`src/rtl/mem_port_arbiter_if.sv`:
```
// rtl/mem_port_arbiter_if.sv - bus bundle between two cache controllers, the port arbiter and main memory
interface mem_port_arbiter_if;
  logic         p0_read_req;
  logic         p0_write_req;
  logic [31:0]  p0_addr;
  logic [31:0]  p0_data_out;
  logic [511:0] p0_data_in;
  logic         p0_ready;
  logic         p0_err;

  logic         p1_read_req;
  logic         p1_write_req;
  logic [31:0]  p1_addr;
  logic [31:0]  p1_data_out;
  logic [511:0] p1_data_in;
  logic         p1_ready;
  logic         p1_err;

  logic [31:0]  main_mem_addr;
  logic [31:0]  main_mem_data_out;
  logic         main_mem_read_req;
  logic         main_mem_write_req;
  logic [511:0] main_mem_data_in;
  logic         main_mem_ready;

  logic         busy;
  logic         grant_id;

  // slave is the arbiter's view; master is the surrounding requesters and memory
  modport slave (
    input  p0_read_req, p0_write_req, p0_addr, p0_data_out,
    output p0_data_in, p0_ready, p0_err,
    input  p1_read_req, p1_write_req, p1_addr, p1_data_out,
    output p1_data_in, p1_ready, p1_err,
    output main_mem_addr, main_mem_data_out, main_mem_read_req, main_mem_write_req,
    input  main_mem_data_in, main_mem_ready,
    output busy, grant_id
  );

  modport master (
    output p0_read_req, p0_write_req, p0_addr, p0_data_out,
    input  p0_data_in, p0_ready, p0_err,
    output p1_read_req, p1_write_req, p1_addr, p1_data_out,
    input  p1_data_in, p1_ready, p1_err,
    input  main_mem_addr, main_mem_data_out, main_mem_read_req, main_mem_write_req,
    output main_mem_data_in, main_mem_ready,
    input  busy, grant_id
  );
endinterface

```
`src/rtl/mem_port_arbiter.sv`:
```
// rtl/mem_port_arbiter.sv - round-robin arbiter sharing one main-memory port between two cache controllers
// Every output is a register loaded from the next-state logic; requests are sampled only in IDLE.
module mem_port_arbiter #(
  parameter int TIMEOUT = 64,
  parameter int CNT_W   = 7
) (
  input  logic               clk,
  input  logic               rst_n,
  mem_port_arbiter_if.slave  bus
);

  typedef enum logic [1:0] {IDLE, ISSUE, WAIT, RESP} state_t;

  state_t             state, state_n;
  logic [CNT_W-1:0]   cnt, cnt_n;
  logic               last_grant, last_grant_n;
  logic               op_write, op_write_n;
  logic               grant_id_q, grant_id_n;
  logic [31:0]        addr_q, addr_n;
  logic [31:0]        wdata_q, wdata_n;
  logic               rd_req_q, rd_req_n;
  logic               wr_req_q, wr_req_n;
  logic [511:0]       p0_line_q, p0_line_n;
  logic [511:0]       p1_line_q, p1_line_n;
  logic               p0_ready_q, p0_ready_n;
  logic               p1_ready_q, p1_ready_n;
  logic               p0_err_q, p0_err_n;
  logic               p1_err_q, p1_err_n;
  logic               busy_q, busy_n;
  logic               p0_pend, p1_pend;
  logic               sel;

  assign p0_pend = bus.p0_read_req | bus.p0_write_req;
  assign p1_pend = bus.p1_read_req | bus.p1_write_req;

  always_ff @(posedge clk or negedge rst_n) begin
    if (!rst_n) begin
      state      <= IDLE;
      cnt        <= '0;
      last_grant <= 1'b1;
      op_write   <= 1'b0;
      grant_id_q <= 1'b0;
      addr_q     <= '0;
      wdata_q    <= '0;
      rd_req_q   <= 1'b0;
      wr_req_q   <= 1'b0;
      p0_line_q  <= '0;
      p1_line_q  <= '0;
      p0_ready_q <= 1'b0;
      p1_ready_q <= 1'b0;
      p0_err_q   <= 1'b0;
      p1_err_q   <= 1'b0;
      busy_q     <= 1'b0;
    end else begin
      state      <= state_n;
      cnt        <= cnt_n;
      last_grant <= last_grant_n;
      op_write   <= op_write_n;
      grant_id_q <= grant_id_n;
      addr_q     <= addr_n;
      wdata_q    <= wdata_n;
      rd_req_q   <= rd_req_n;
      wr_req_q   <= wr_req_n;
      p0_line_q  <= p0_line_n;
      p1_line_q  <= p1_line_n;
      p0_ready_q <= p0_ready_n;
      p1_ready_q <= p1_ready_n;
      p0_err_q   <= p0_err_n;
      p1_err_q   <= p1_err_n;
      busy_q     <= busy_n;
    end
  end

  always_comb begin
    state_n      = state;
    cnt_n        = cnt;
    last_grant_n = last_grant;
    op_write_n   = op_write;
    grant_id_n   = grant_id_q;
    addr_n       = addr_q;
    wdata_n      = wdata_q;
    rd_req_n     = 1'b0;
    wr_req_n     = 1'b0;
    p0_line_n    = p0_line_q;
    p1_line_n    = p1_line_q;
    p0_ready_n   = 1'b0;
    p1_ready_n   = 1'b0;
    p0_err_n     = 1'b0;
    p1_err_n     = 1'b0;
    sel          = 1'b0;

    case (state)
      IDLE: begin
        if (p0_pend | p1_pend) begin
          // On a tie the port that did not win last time goes first
          sel          = (p0_pend & p1_pend) ? ~last_grant : p1_pend;
          addr_n       = sel ? bus.p1_addr : bus.p0_addr;
          wdata_n      = sel ? bus.p1_data_out : bus.p0_data_out;
          op_write_n   = sel ? bus.p1_write_req : bus.p0_write_req;
          rd_req_n     = ~op_write_n;
          wr_req_n     = op_write_n;
          grant_id_n   = sel;
          last_grant_n = sel;
          state_n      = ISSUE;
        end
      end
      ISSUE: begin
        cnt_n   = '0;
        state_n = WAIT;
      end
      WAIT: begin
        cnt_n = cnt + CNT_W'(1);
        if (bus.main_mem_ready) begin
          if (!op_write) begin
            if (grant_id_q) p1_line_n = bus.main_mem_data_in;
            else            p0_line_n = bus.main_mem_data_in;
          end
          p0_ready_n = ~grant_id_q;
          p1_ready_n = grant_id_q;
          state_n    = RESP;
        end else if (cnt == CNT_W'(TIMEOUT - 1)) begin
          p0_ready_n = ~grant_id_q;
          p1_ready_n = grant_id_q;
          p0_err_n   = ~grant_id_q;
          p1_err_n   = grant_id_q;
          state_n    = RESP;
        end
      end
      RESP: begin
        state_n = IDLE;
      end
      default: begin
        state_n = IDLE;
      end
    endcase

    busy_n = (state_n != IDLE);
  end

  assign bus.main_mem_addr      = addr_q;
  assign bus.main_mem_data_out  = wdata_q;
  assign bus.main_mem_read_req  = rd_req_q;
  assign bus.main_mem_write_req = wr_req_q;
  assign bus.p0_data_in         = p0_line_q;
  assign bus.p1_data_in         = p1_line_q;
  assign bus.p0_ready           = p0_ready_q;
  assign bus.p1_ready           = p1_ready_q;
  assign bus.p0_err             = p0_err_q;
  assign bus.p1_err             = p1_err_q;
  assign bus.busy               = busy_q;
  assign bus.grant_id           = grant_id_q;

endmodule

```
`src/flat_wrapper.sv`:
```
// flat-port wrapper written by rule: the top's interface ports become plain ports
module mem_port_arbiter_flat 
#(
  parameter int TIMEOUT = 64,
  parameter int CNT_W   = 7
)
  (clk, rst_n, bus_p0_read_req, bus_p0_write_req, bus_p0_addr, bus_p0_data_out, bus_p0_data_in, bus_p0_ready, bus_p0_err, bus_p1_read_req, bus_p1_write_req, bus_p1_addr, bus_p1_data_out, bus_p1_data_in, bus_p1_ready, bus_p1_err, bus_main_mem_addr, bus_main_mem_data_out, bus_main_mem_read_req, bus_main_mem_write_req, bus_main_mem_data_in, bus_main_mem_ready, bus_busy, bus_grant_id);
  mem_port_arbiter_if bus_i ();
  input  logic clk;
  input  logic rst_n;
  input wire logic [$bits(bus_i.p0_read_req)-1:0] bus_p0_read_req;
  input wire logic [$bits(bus_i.p0_write_req)-1:0] bus_p0_write_req;
  input wire logic [$bits(bus_i.p0_addr)-1:0] bus_p0_addr;
  input wire logic [$bits(bus_i.p0_data_out)-1:0] bus_p0_data_out;
  output wire logic [$bits(bus_i.p0_data_in)-1:0] bus_p0_data_in;
  output wire logic [$bits(bus_i.p0_ready)-1:0] bus_p0_ready;
  output wire logic [$bits(bus_i.p0_err)-1:0] bus_p0_err;
  input wire logic [$bits(bus_i.p1_read_req)-1:0] bus_p1_read_req;
  input wire logic [$bits(bus_i.p1_write_req)-1:0] bus_p1_write_req;
  input wire logic [$bits(bus_i.p1_addr)-1:0] bus_p1_addr;
  input wire logic [$bits(bus_i.p1_data_out)-1:0] bus_p1_data_out;
  output wire logic [$bits(bus_i.p1_data_in)-1:0] bus_p1_data_in;
  output wire logic [$bits(bus_i.p1_ready)-1:0] bus_p1_ready;
  output wire logic [$bits(bus_i.p1_err)-1:0] bus_p1_err;
  output wire logic [$bits(bus_i.main_mem_addr)-1:0] bus_main_mem_addr;
  output wire logic [$bits(bus_i.main_mem_data_out)-1:0] bus_main_mem_data_out;
  output wire logic [$bits(bus_i.main_mem_read_req)-1:0] bus_main_mem_read_req;
  output wire logic [$bits(bus_i.main_mem_write_req)-1:0] bus_main_mem_write_req;
  input wire logic [$bits(bus_i.main_mem_data_in)-1:0] bus_main_mem_data_in;
  input wire logic [$bits(bus_i.main_mem_ready)-1:0] bus_main_mem_ready;
  output wire logic [$bits(bus_i.busy)-1:0] bus_busy;
  output wire logic [$bits(bus_i.grant_id)-1:0] bus_grant_id;
  assign bus_i.p0_read_req = bus_p0_read_req;
  assign bus_i.p0_write_req = bus_p0_write_req;
  assign bus_i.p0_addr = bus_p0_addr;
  assign bus_i.p0_data_out = bus_p0_data_out;
  assign bus_p0_data_in = bus_i.p0_data_in;
  assign bus_p0_ready = bus_i.p0_ready;
  assign bus_p0_err = bus_i.p0_err;
  assign bus_i.p1_read_req = bus_p1_read_req;
  assign bus_i.p1_write_req = bus_p1_write_req;
  assign bus_i.p1_addr = bus_p1_addr;
  assign bus_i.p1_data_out = bus_p1_data_out;
  assign bus_p1_data_in = bus_i.p1_data_in;
  assign bus_p1_ready = bus_i.p1_ready;
  assign bus_p1_err = bus_i.p1_err;
  assign bus_main_mem_addr = bus_i.main_mem_addr;
  assign bus_main_mem_data_out = bus_i.main_mem_data_out;
  assign bus_main_mem_read_req = bus_i.main_mem_read_req;
  assign bus_main_mem_write_req = bus_i.main_mem_write_req;
  assign bus_i.main_mem_data_in = bus_main_mem_data_in;
  assign bus_i.main_mem_ready = bus_main_mem_ready;
  assign bus_busy = bus_i.busy;
  assign bus_grant_id = bus_i.grant_id;
  mem_port_arbiter #(.TIMEOUT(TIMEOUT), .CNT_W(CNT_W)) u_core (.clk(clk), .rst_n(rst_n), .bus(bus_i));
endmodule
```
`config.mk`:
```
export PLATFORM = sky130hd
export DESIGN_NAME = mem_port_arbiter_flat
export DESIGN_NICKNAME = d
export VERILOG_FILES = /design/src/rtl/mem_port_arbiter_if.sv /design/src/rtl/mem_port_arbiter.sv /design/src/flat_wrapper.sv
export SDC_FILE = /design/constraint.sdc
export NUM_CORES = 1
export LEC_CHECK = 0
export ABC_AREA = 0
export CORE_AREA = 2 2 689 691
export CTS_BUF_LIST = sky130_fd_sc_hd__clkbuf_4 sky130_fd_sc_hd__clkbuf_8
export CTS_CLUSTER_DIAMETER = 100
export DETAILED_ROUTE_END_ITERATION = 16
export DIE_AREA = 0 0 691 693
export PLACE_DENSITY_LB_ADDON = 0.25
export SLEW_MARGIN = 15
export SYNTH_ARGS = -nofsm -noshare
export SYNTH_HDL_FRONTEND = slang
export SYNTH_SLANG_ARGS = --single-unit
```
`constraint.sdc`:
```
create_clock -name clk -period 4.4 [get_ports clk]
set_input_delay 1.1 -clock clk [delete_from_list [all_inputs] [get_ports clk]]
set_output_delay 1.1 -clock clk [all_outputs]
set_load 0.02 [all_outputs]
```
# After elaboration in Yosys (flattened, before gate mapping)
# Cells that the tools add are included.
[classes]
add_sub_neg = 1
n_eq_ne = 4
n_mux = 23
n_bitwise = 8
reduce_logical = 6
[op_table]
columns = ["cell", "n"]
rows = [
  ["32-bit 2-to-1 mux", 2],
  ["1-bit 2-to-1 mux", 16],
  ["7-bit one-hot mux with 2 select lines", 1],
  ["2-bit one-hot mux with 4 select lines", 1],
  ["4-bit AND reduction", 2],
  ["7-bit by 1-bit adder with 7-bit output, second input constant", 1],
  ["7-bit by 6-bit == test with 1-bit output, second input constant", 1],
  ["2-bit 2-to-1 mux", 3],
  ["2-bit == test, second input constant", 2],
  ["1-bit inverter", 4],
  ["2-bit nonzero test", 2],
  ["1-bit OR", 3],
  ["2-bit by 1-bit == test with 1-bit output, second input constant", 1],
  ["2-bit zero test", 1],
  ["2-bit AND reduction", 1],
  ["1-bit bitwise AND", 1],
]
[word_totals]
register_bits = 1107
inputBits = 647
out_inout_bits = 1096
elab_cells = 58

# Longest topological paths before layout
# Gate-level depths: netlist (run 1).
[depth]
depth_word = 7
mapped_depth = 9
depth_no_buf = 5

# Least setup slack after synthesis (run 1)
# OpenSTA, ideal clock, no wires.
[synth_timing]
path_type = "input to register"
startpoint = "input port bus_main_mem_ready"
endpoint = "register u_core.p1_line_q[100] (netlist: u_core.bus.p1_data_in[100])"
setup_time_ns = 0.125
t_arrival_ns = 2.242
t_required_ns = 4.275
setup_slack_ns = 2.033
stages = 6
path_buffers = 3
path_cell_list = "inv_2 or3_1 buf_2 buf_6 buf_6 mux2_4"
[synth_between]
elab_chain_cells = 1
[synth_lines]
columns = ["element", "line", "source"]
rows = [
  ["start: declaration", "flat_wrapper.sv:30", "input wire logic [$bits(bus_i.main_mem_ready)-1:0] bus_main_mem_ready;"],
  ["4-bit AND reduction (no source line)", "--", ""],
  ["end signal: assignment", "mem_port_arbiter.sv:65", "p1_line_q <= p1_line_n;"],
  ["end: declaration", "mem_port_arbiter.sv:24", "logic [511:0] p1_line_q, p1_line_n;"],
]
# No other way between the ends.
# A chain may end at the register's enable or synchronous reset.

# Worst setup path after layout (run 1)
[layout_timing]
startpoint = "register u_core.p1_line_q[285] (netlist: u_core.bus.p1_data_in[285])"
endpoint = "output port bus_p1_data_in[285]"
[layout_lines]
columns = ["element", "line", "source"]
rows = [
  ["end: declaration", "flat_wrapper.sv:22", "output wire logic [$bits(bus_i.p1_data_in)-1:0] bus_p1_data_in;"],
]
# No word-level cell between the ends.

==> run summary, run 1 <==
The run finished with clean final reports. The logs give 0.472 mm² for the core outline area and 345 µV for the worst voltage drop across the vdd grid. At the later pin of the worst-skew pair, clock insertion delay measures 1.09 ns. The count of nets left with antenna violations once routing finished came out at 0. The H-tree was split into 4 levels. The overall die width was 691 µm. Via count of the first global-routing pass: 33900.

The post-route DRC violation count is 0, and the global-route wire length before repair is 405000 µm. Across all layers, the routed design uses 31000 vias. Global routing finished with a remaining overflow of 0.

The synthesized flop and latch total was 1107. For this design the top-level I/O count stands at 1743. The first detailed-routing pass took 7 iterations. The tightest hold path in the finished design has a slack of 0.482 ns. For this block, the initial DRC count from the detailed router was 1448. Counting every sink on the clock net gives 1107. The die covers 0.479 mm². Setup slack on the worst reg-to-reg path comes out at 1.76 ns. Type of destination of the critical path: a primary output. In this run, CTS created clock tree buffers numbering 227.

Headroom to the max-slew limit came out at 24.5%. The logs give 3.30 ns for the required time reported for the critical path endpoint and 63.7 mW for the sum of internal, switching and leakage power. The number of max-cap violations is 0, and the synthesized-area fraction occupied by and/or/nand/nor cells is 1.00%.

The worst setup path is launched from a flop. Transition time of the tightest slew-check pin: 1.13 ns. TritonCTS built the clock tree. The XOR/XNOR share of the synthesized area came out at 0%. The tools report the filler cell count as 52200. Derived from the worst setup path, the maximum achievable clock frequency is 0.267 GHz. Relative to the synthesized area, the layout overhead comes to 68.7%. The tools report the startpoint of the worst register-to-register path as u_core.state[0]. The final layout contains routed wiring with a total length of 323000 µm. The tools report the terminus of the critical flop-to-flop path as u_core.bus.p0_data_in[243]. The clock period minus final worst setup slack was 3.75 ns; the average via count per standard cell was 2.83.

The net count reported at finish is 5175. The hold-critical path depth was 1. The launch point of the worst hold path is u_core.bus.p0_data_in[266]. Traced cell by cell, the critical path runs through clkdlybuf4s50_1. For this run, the share of the core covered by cells in the final layout is 15.7%. The sink of the worst hold path was u_core.bus.p0_data_in[266].

The starting density of the core is 9.31%, and the fraction of the cycle the final worst path needs is 85.1%. The tools report the cell at the root of the clock tree as sky130_fd_sc_hd__clkbuf_8. After detailed routing, the average wire length per cell comes to 29.5 µm.

The largest individual stage delay along the critical path comes from the cell sky130_fd_sc_hd__clkdlybuf4s50_1. For the final database, setup skew stands at 0.170 ns. The number of buffers and inverters on the critical path works out to 1.

For the half-perimeter wire length of the detailed placement result, the log shows 276000 µm. The post-route netlist has 23.7% of its cells at a drive strength greater than 1. The number of buffers inserted by port buffering came out at 1742. The reported leakage power was 30.7 nW. Measured against the total synthesized area, the mux share comes to 30.4%. The tools report the part of the Yosys area used for sequential elements as 63.0%.

The total setup violations reported at the end of the flow is 0, and the synthesis warning total is 0. For the final hold violation count, the log shows 0. The clock passes through at most 4 buffers. The maximum fanout along the worst path came out at 2.

In this run the power density over the cells is 859 mW/mm². The worst setup path is of the reg -> out kind. The average cell area after synthesis was 16.8 µm². In the global route stage, overall resource usage came out at 13.0%. On the critical path the largest part of the delay comes from buffers and inverters.

Fraction of registers with async set or reset after synthesis: 100%. Path class of the lowest-slack min-delay path: reg -> reg. The height of the chip is 693 µm. Entering global routing, the biggest net connects 94 pins. The congestion estimate from routability-driven global placement came to 0.976. The synthesized netlist occupies a cell area of 0.0439 mm². Adder-cell share of the synthesized area: 0.0854%.

The most used flip-flop cell after synthesis is sky130_fd_sc_hd__dfrtp_1. Counting every instance in the synthesized netlist gives 2613. For the worst setup path, the data arrival time is 2.65 ns. Setup repair after global routing left no endpoint under its margin. The accumulated negative setup slack was 0 ns. For this run, the slowest stage of the critical path takes 1.15 ns.

Worst reg2reg path depth: 7. The synthesized design contains 0 enable-type register cells. Number of antenna violations at the first check in global routing: 39. Summing the areas of all compound-gate instances in the mapped netlist gives 2.74% of the synthesized area.

The number of different library cells used by synthesis comes to 42. After clock tree synthesis, the setup repair step added 0 buffers. The number of max-slew violations in the final report is 0, and the clock transition time at the flip-flop clock pins of the worst setup and hold paths is 0.06 ns. The initialized floorplan defines 253 standard-cell rows.

By area, the combinational part of the netlist is dominated by multiplexers. For the post-synthesis net count, the log shows 3263.
Yosys cell counts (all sizes together) (5+ instances only):
library cell / count / area share, %
a21oi: 64 / 0.73
a31oi: 64 / 0.91
buf: 117 / 2.4
clkbuf: 39 / 0.33
dfrtp: 1106 / 63
inv: 6 / 0.051
mux2: 1024 / 30
nand2: 8 / 0.068
nand3: 5 / 0.057
nor2: 72 / 0.61
o21ai: 71 / 0.81
worst max-delay path by stage:
stage	startpoint	endpoint	cells past startpoint
2_1_floorplan	bus_main_mem_ready	u_core.bus.p1_data_in[100]	6
3_3_place_gp	bus_main_mem_ready	u_core.bus.p0_data_in[4]	6
3_5_place_dp	bus_main_mem_ready	u_core.bus.p0_data_in[3]	6
4_1_cts	u_core.bus.p1_data_in[17]	bus_p1_data_in[17]	1
5_1_grt	u_core.bus.p1_data_in[17]	bus_p1_data_in[17]	1
6_report	u_core.bus.p1_data_in[285]	bus_p1_data_in[285]	1
report_power, final:
part	internal (mW)	leakage, nW	switching [mW]	total, mW
sequential	15.3	13.3	3.57	18.9
combinational	14.2	14.7	18.6	32.9
clock	6.79	2.62	5.15	11.9
total	36.3	30.7	27.4	63.7
cells in the final DEF, fill, tap and decap left out, types with 2 or more instances in the layout:
cell	instances
sky130_fd_sc_hd__clkbuf_8	290
sky130_fd_sc_hd__bufinv_16	4
sky130_fd_sc_hd__buf_4	74
sky130_fd_sc_hd__clkbuf_4	78
sky130_fd_sc_hd__o31a_1	2
sky130_fd_sc_hd__nand2_1	8
sky130_fd_sc_hd__clkinvlp_4	6
sky130_fd_sc_hd__inv_12	2
sky130_fd_sc_hd__nor2b_1	2
sky130_fd_sc_hd__mux2_2	114
sky130_fd_sc_hd__inv_8	2
sky130_fd_sc_hd__dfrtp_1	1106
sky130_fd_sc_hd__and3_1	2
sky130_fd_sc_hd__ha_1	3
sky130_fd_sc_hd__nand3_1	5
sky130_fd_sc_hd__o2bb2ai_1	2
sky130_fd_sc_hd__clkinv_2	18
sky130_fd_sc_hd__nor2_1	71
sky130_fd_sc_hd__clkdlybuf4s50_1	1731
sky130_fd_sc_hd__o21ai_0	70
sky130_fd_sc_hd__diode_2	20
sky130_fd_sc_hd__inv_1	5
sky130_fd_sc_hd__nand2b_1	3
sky130_fd_sc_hd__buf_12	32
sky130_fd_sc_hd__nor4_1	3
sky130_fd_sc_hd__nor3_1	2
sky130_fd_sc_hd__a21oi_1	64
sky130_fd_sc_hd__mux2_1	430
sky130_fd_sc_hd__mux2i_1	2
sky130_fd_sc_hd__a31oi_1	64
sky130_fd_sc_hd__mux2_4	480
through the flow:
| step | worst slack, ns | cells | instance area [µm²] |
|---|---|---|---|
| 4_1_cts | 0.351 | 10900 | 74100 |
| 6_report | 0.654 | 11000 | 74100 |
| 3_3_place_gp | 0.700 | 10500 | 69100 |
| 5_1_grt | 0.463 | 10900 | 74100 |
| 3_5_place_dp | 0.691 | 10500 | 69100 |
| 2_1_floorplan | 2.03 | 2613 | 43900 |
logic make-up after synthesis:
family,Yosys count
compound gates,213
mux,1026
flops,1107
buf+inv,162
simple gates,102
fa+ha+maj,3
registers in the layout, indices dropped and copies added, names as in the netlist, 2 cells and up:
register / cells
u_core.bus.main_mem_addr: 32
u_core.bus.p0_data_in: 512
u_core.cnt: 7
u_core.bus.main_mem_data_out: 32
u_core.state: 2
u_core.bus.p1_data_in: 512
per-layer routing:
| metal | vias to the layer above | routed length, µm | share of wire [%] | track usage, % |
|---|---|---|---|---|
| li1 | 13200 | - | - | - |
| met1 | 16100 | 116000 | 36 | 13.6 |
| met3 | 316 | 47300 | 15 | 8.79 |
| met2 | 1350 | 152000 | 47 | 21.6 |
| met5 | - | 88 | 0.027 | 0 |
| met4 | 14 | 7920 | 2.4 | 2.98 |
final cells by class:
class                           count  area [µm²]  share of cell area [%]
Clock buffer                      368        4580                    6.17
Tap cell                         6247        7820                    10.5
Multi-Input combinational cell   1344       15100                    20.3
Antenna cell                       20        50.0                  0.0675
Sequential cell                  1107       27700                    37.4
Clock inverter                     34         360                   0.486
Timing Repair Buffer             1839       18500                    25.0
Inverter                            6        22.5                  0.0304
what timing repair did:
action | CTS | global route
setup endpoints to repair | 0 | 0
hold buffers | 1 | 0
resized for setup | 0 | 0
endpoints found under the hold margin | 31 | 0
No activity file was read; power rests on OpenSTA's default activity.
==> inputs of run 2 (changes only) <==
- CORE_AREA: 2 2 689 691 -> 2 2 677 679
- DIE_AREA: 0 0 691 693 -> 0 0 679 681
- clock period: 4.4 -> 3.7 ns (I/O delays scaled with it)
==> run summary, run 2 (same netlist as run 1, synthesis figures left out) <==
The flow ran to the end, and the final reports show no timing, DRC or antenna violations. Half-perimeter wire length of the detailed placement result: 286000 µm. The signal on the critical path passes through clkdlybuf4s50_1. The finished layout holds 10800 standard cells, fillers aside. For the worst-skew pair, the clock arrives at the later sink with an insertion delay of 1.05 ns. The worst voltage drop across the vdd grid was 392 µV; the number of max-slew violations in the final report was 0. The worst setup path is launched from a flop. The power density normalized to cell area is 1020 mW/mm². The post-route DRC violation count came out at 0. At the worst endpoint, the arrival time is 2.51 ns. Leaving out fill and tap cells, the most frequent cells in the layout are sky130_fd_sc_hd__clkdlybuf4s50_1, sky130_fd_sc_hd__dfrtp_1, sky130_fd_sc_hd__mux2_4, sky130_fd_sc_hd__mux2_1, sky130_fd_sc_hd__clkbuf_8. Measured along the y axis, the die boundary spans 681 µm. For the global-route congestion overflow total, the log shows 0. Dividing the detail-routed wire length by the instance count gives 30.9 µm.

The tools report the standard cell area after detailed placement as 0.0691 mm². In this run the post-CTS setup repair buffer count came out at 0. Routability-driven placement finished with a final weighted congestion of 0.942. The final layout contains routed wiring with a total length of 332000 µm.

The final hold violation count is 0, and the number of detailed-route iterations in the first pass is 5. Number of clock sinks: 1107. The worst reg2reg path depth works out to 7. The net count reported at finish was 5217; the count of routing violations after the opening detailed-route iteration was 1397. The clock period could shrink to 3.43 ns. Data on the critical path is required at its endpoint by 2.77 ns.

After detailed placement, the design holds a cell count of 10300. The largest single stage delay on the critical path is 1.13 ns. Setup repair after global routing left no endpoint under its margin.

For this run, the total global-route usage over all layers was measured as 13.9%. The total setup violations reported at the end of the flow was 0. The overall die area is 0.462 mm².

In the final timing run, aggregate negative setup slack is 0 ns. The tools report the launch point of the worst hold path as u_core.bus.p0_data_in[152]. The tools report the global-route wire length before repair as 413000 µm. The run gives 75.9 mW as the sum of internal, switching and leakage power. Worst setup path startpoint: u_core.bus.p1_data_in[275]. In this run the clock root is driven by a sky130_fd_sc_hd__clkbuf_8. The library cell used most frequently in the layout, excluding fill and tap cells, is sky130_fd_sc_hd__clkdlybuf4s50_1.

The number of buffers inserted during clock tree synthesis was 229; the number of rows in the core area was 248. The fraction of the cycle the final worst path needs is 92.8%. The area growth from synthesis to layout is 68.6%. The H-tree generated during clock tree synthesis spans 4 levels.

Overall die width: 679 µm. Maximum number of pins on one net before global-route repair: 98. Across all layers, the routed design uses 31600 vias.

The logs give 0 for the number of max-cap violations and 0.0741 mm² for the cell area after layout. The number of logic stages on the critical path including buffering is 1. Along the worst path, the maximum fanout reaches 2. At the pin with the least slew margin, the transition time is 1.00 ns. After detailed routing, the number of vias per cell comes to 2.94. The hold-critical path depth was 1. Core outline area: 0.455 mm².

In this run the critical register-to-register path is launched from u_core.state[0]. For the worst-case clock buffer depth, the log shows 4. Based on the critical path, the design can be clocked at up to 0.291 GHz. The path class of the tightest hold or removal check is reg -> reg. Measured against its own limit, the worst slew margin works out to 33.3%. For this run, the share of the core covered by cells in the final layout is 16.3%. The tools report the tightest hold margin as 0.480 ns. The number of buffers and inverters on the critical path was 1.

TritonCTS built the clock tree. The share of cells above drive strength 1 was 24.8%; the number of antenna violations at the first check in global routing was 70. During I/O placement, the number of pins put on the boundary was 1743.

The run gives 30.9 nW as the reported leakage power. Via count of the first global-routing pass: 34600. On the critical path the largest part of the delay comes from buffers and inverters. The clock transition time at the flip-flop clock pins of the worst setup and hold paths was 0.06 ns. The standard cell with the maximum stage delay on the critical path was sky130_fd_sc_hd__clkdlybuf4s50_1.

The worst path meets setup with 0.267 ns of slack. The initial utilization of the core area, before any placement, comes to 9.66%. The largest clock skew in the final design is 0.0676 ns. The type of destination of the critical path is a primary output. The worst setup path is of the reg -> out kind.

Input and output buffers added on the ports amount to 1742. The worst slack at placement is 0.399 ns, and the number of routed nets with antenna violations is 0.
[run 2: worst paths after layout]
check | slack [ns] | endpoint
setup / recovery | 0.27 | bus_p1_data_in[275]
hold / removal | 0.48 | u_core.bus.p0_data_in[152]
setup reg to reg | 0.99 | u_core.bus.p1_data_in[428]
hold reg to reg | 0.48 | u_core.bus.p0_data_in[152]
max in group asynchronous | 1.80 | u_core.bus.p0_data_in[282]
min in group asynchronous | 0.61 | u_core.bus.p0_data_in[264]
[run 2: metal layers]
layer	share of wire [%]	vias to the layer above	track usage, %
li1	-	13300	-
met1	38	16500	15.2
met2	49	1419	23.8
met3	11	375	6.79
met4	2.5	6	3.31
met5	0.014	-	0
[run 2: final cells by class]
cell class	instances	area (µm²)
inverters	6	22.5
multi-input cells	1344	15100
diodes	19	47.5
clock buffers	355	4450
clock inverters	43	480
fillers	50100	381000
repair buffers	1879	18800
well taps	6000	7510
flip-flops and latches	1107	27700
[run 2: timing repair]
action | 4_1_cts | 5_1_grt
hold buffers | 1 | 0
endpoints found under the setup margin | 2 | 0
endpoints found under the hold margin | 25 | 0
resized for setup | 2 | 0
[run 2: power breakdown]
group / switching, mW / internal (mW) / total (mW)
logic: 22.0 / 17.0 / 39.0
registers: 4.35 / 18.2 / 22.5
clock network: 6.26 / 8.10 / 14.4
total: 32.6 / 43.3 / 75.9
==> inputs of run 3 (changes only) <==
- CORE_AREA: 2 2 677 679 -> 2 2 673 675
- DIE_AREA: 0 0 679 681 -> 0 0 675 677
- DONT_BUFFER_PORTS: unset -> 1
- GPL_TIMING_DRIVEN: unset -> 0
==> run summary, run 3 (same netlist as run 1, synthesis figures left out) <==
After the first detailed-routing iteration, the DRC count stood at 2031. The via count of the first global-routing pass was 30000. The average via count per standard cell was 3.02.

The tools report the kind of start point of the critical path as an input port. The first global-routing pass estimated 404000 µm of wire. Starting density of the core: 9.75%. The worst reg2reg path depth works out to 8. The share of cells above drive strength 1 was 31.0%. Along the worst hold path, the cell count comes to 3. The clock transition time at the flip-flop clock pins of the worst setup and hold paths was 0.05 ns; the total setup violations reported at the end of the flow was 0.

The tools report the net count reported at finish as 4105. The tools report the final hold violation count as 0. In this run the number of H-tree levels came out at 4. Maximum fanout along the worst path: 143.

The tightest min-delay check is of the in -> reg type. The overall die area came out at 0.457 mm². In this run the remaining antenna-violating nets after routing total 0. The tools report the worst-case clock buffer depth as 4.

For the reported leakage power, the log shows 26.6 nW. The tightest hold margin is 0.223 ns, and the number of clock sinks is 1107. Dividing the detail-routed wire length by the instance count gives 34.4 µm.

In the routed design, unresolved DRC markers number 0. The worst slack at placement was -0.459 ns; the source-to-sink clock delay at the later pin of the worst-skew pair was 1.08 ns. TritonCTS built the clock tree. The cell at the root of the clock tree was sky130_fd_sc_hd__clkbuf_8. The worst path uses 94.0% of the clock period.

After global routing the overflow that remains totals 0. The top cell types in the final layout, fill and taps aside, are sky130_fd_sc_hd__dfrtp_1, sky130_fd_sc_hd__dlygate4sd3_1, sky130_fd_sc_hd__mux2_4, sky130_fd_sc_hd__mux2_1, sky130_fd_sc_hd__clkbuf_8. At the end of routability-driven placement, the weighted congestion stood at 0.955.

The run gives 247 as the number of rows in the core area. Summed over all layers, the routed wires come to 333000 µm. The floorplan step set the die width to 675 µm. Compared with the post-synthesis result, the final layout area differs by 43.2%.

Entering global routing, the biggest net connects 194 pins. Between clock sinks in the finished design, the worst skew comes to 0.0789 ns. Timing would allow up to 0.287 GHz.

The arrival time at the worst endpoint is 4.51 ns, and the number of detailed-route iterations in the first pass is 5. The number of antenna violations at the first check in global routing is 265. The logs give 0 for the post-CTS setup buffer count and 0.221 ns for the worst-case setup margin in the final layout. Setup repair after global routing left no endpoint under its margin.

After layout, the minimum clock period comes to 3.48 ns. The accumulated negative setup slack came out at 0 ns. The library cell used most frequently in the layout, excluding fill and tap cells, is sky130_fd_sc_hd__dfrtp_1. Buffers placed on the I/O ports in this run total 0. The core region is 0.451 mm². The number of max-slew violations in the final report is 0, and the number of buffers inserted during clock tree synthesis is 223. Summed over all nets, the half-perimeter wirelength after detailed placement is 275000 µm. The total routing usage reported by global routing was 14.0%; the number of max-cap violations was 0.

The run finished with clean final reports. Data on the critical path is required at its endpoint by 4.73 ns. For the pin with the worst max-slew slack, the measured transition is 1.04 ns. Relative max-transition margin: 30.8%. The height of the chip came out at 677 µm. Type of destination of the critical path: an async pin. The worst voltage drop across the vdd grid was 436 µV; the number of primary I/O pins was 1743. The critical path in this run is classified as in -> async.

The logs give 29300 for the overall via count from detail_route and 14.0% for the utilization after layout. The power density normalized to cell area works out to 996 mW/mm².
[run 3: timing repair]
item	CTS	global route
endpoints found under the hold margin	1243	0
setup endpoints to repair	0	285
hold buffers	601	0
resized for setup	0	1
[run 3: area by class of cell]
cell class / instances / area [µm²]
Clock inverter: 42 / 495
Timing Repair Buffer: 617 / 6390
Multi-Input combinational cell: 1344 / 15000
Tap cell: 5976 / 7480
Fill cell: 50300 / 388000
Antenna cell: 97 / 243
Buffer: 156 / 1190
Clock buffer: 355 / 4370
Sequential cell: 1107 / 27700
Inverter: 6 / 22.5
[run 3: per-layer routing]
layer | global-route usage [%] | vias to the layer above | routed length (µm)
met2 | 23.4 | 1939 | 158000
li1 | - | 11200 | -
met1 | 15.2 | 15300 | 121000
met5 | 0 | - | 493
met4 | 4.32 | 74 | 12500
met3 | 7.38 | 679 | 41700
[run 3: final timing paths]
path	from	end	slack (ns)
min reg2reg	u_core.cnt[0]	u_core.cnt[0]	0.53
min in group asynchronous	rst_n	u_core.bus.p1_data_in[403]	0.55
max reg2reg	u_core.state[0]	u_core.bus.main_mem_addr[0]	0.25
max	rst_n	u_core.bus.p1_data_in[508]	0.22
max in group clk	u_core.state[0]	u_core.bus.main_mem_addr[0]	0.25
min	bus_main_mem_ready	u_core.state[0]	0.22
[run 3: worst max-delay path, cell delays in order]
cell and delay (ns):
sky130_fd_sc_hd__dlygate4sd3_1 0.65, sky130_fd_sc_hd__clkbuf_16 0.39, sky130_fd_sc_hd__buf_16 0.40, sky130_fd_sc_hd__buf_16 0.37
sky130_fd_sc_hd__buf_16 0.47, sky130_fd_sc_hd__buf_16 0.51
[run 3: power by group]
group / switching, mW / total, mW / internal (mW)
clock: 6.31 / 14.3 / 7.97
combinational: 5.16 / 12.5 / 7.36
sequential: 17.9 / 35.9 / 18.0
total: 29.4 / 62.7 / 33.3
[run 3: through the flow]
stage / power [mW] / instance area [µm²] / cells
after floorplan: 37.5 / 43900 / 2613
after global placement: 47.2 / 51400 / 8589
after detailed placement: 47.7 / 51700 / 8600
after CTS: 64.1 / 62600 / 9598
after global routing: 65.7 / 62800 / 9638
final: 62.7 / 62900 / 9700
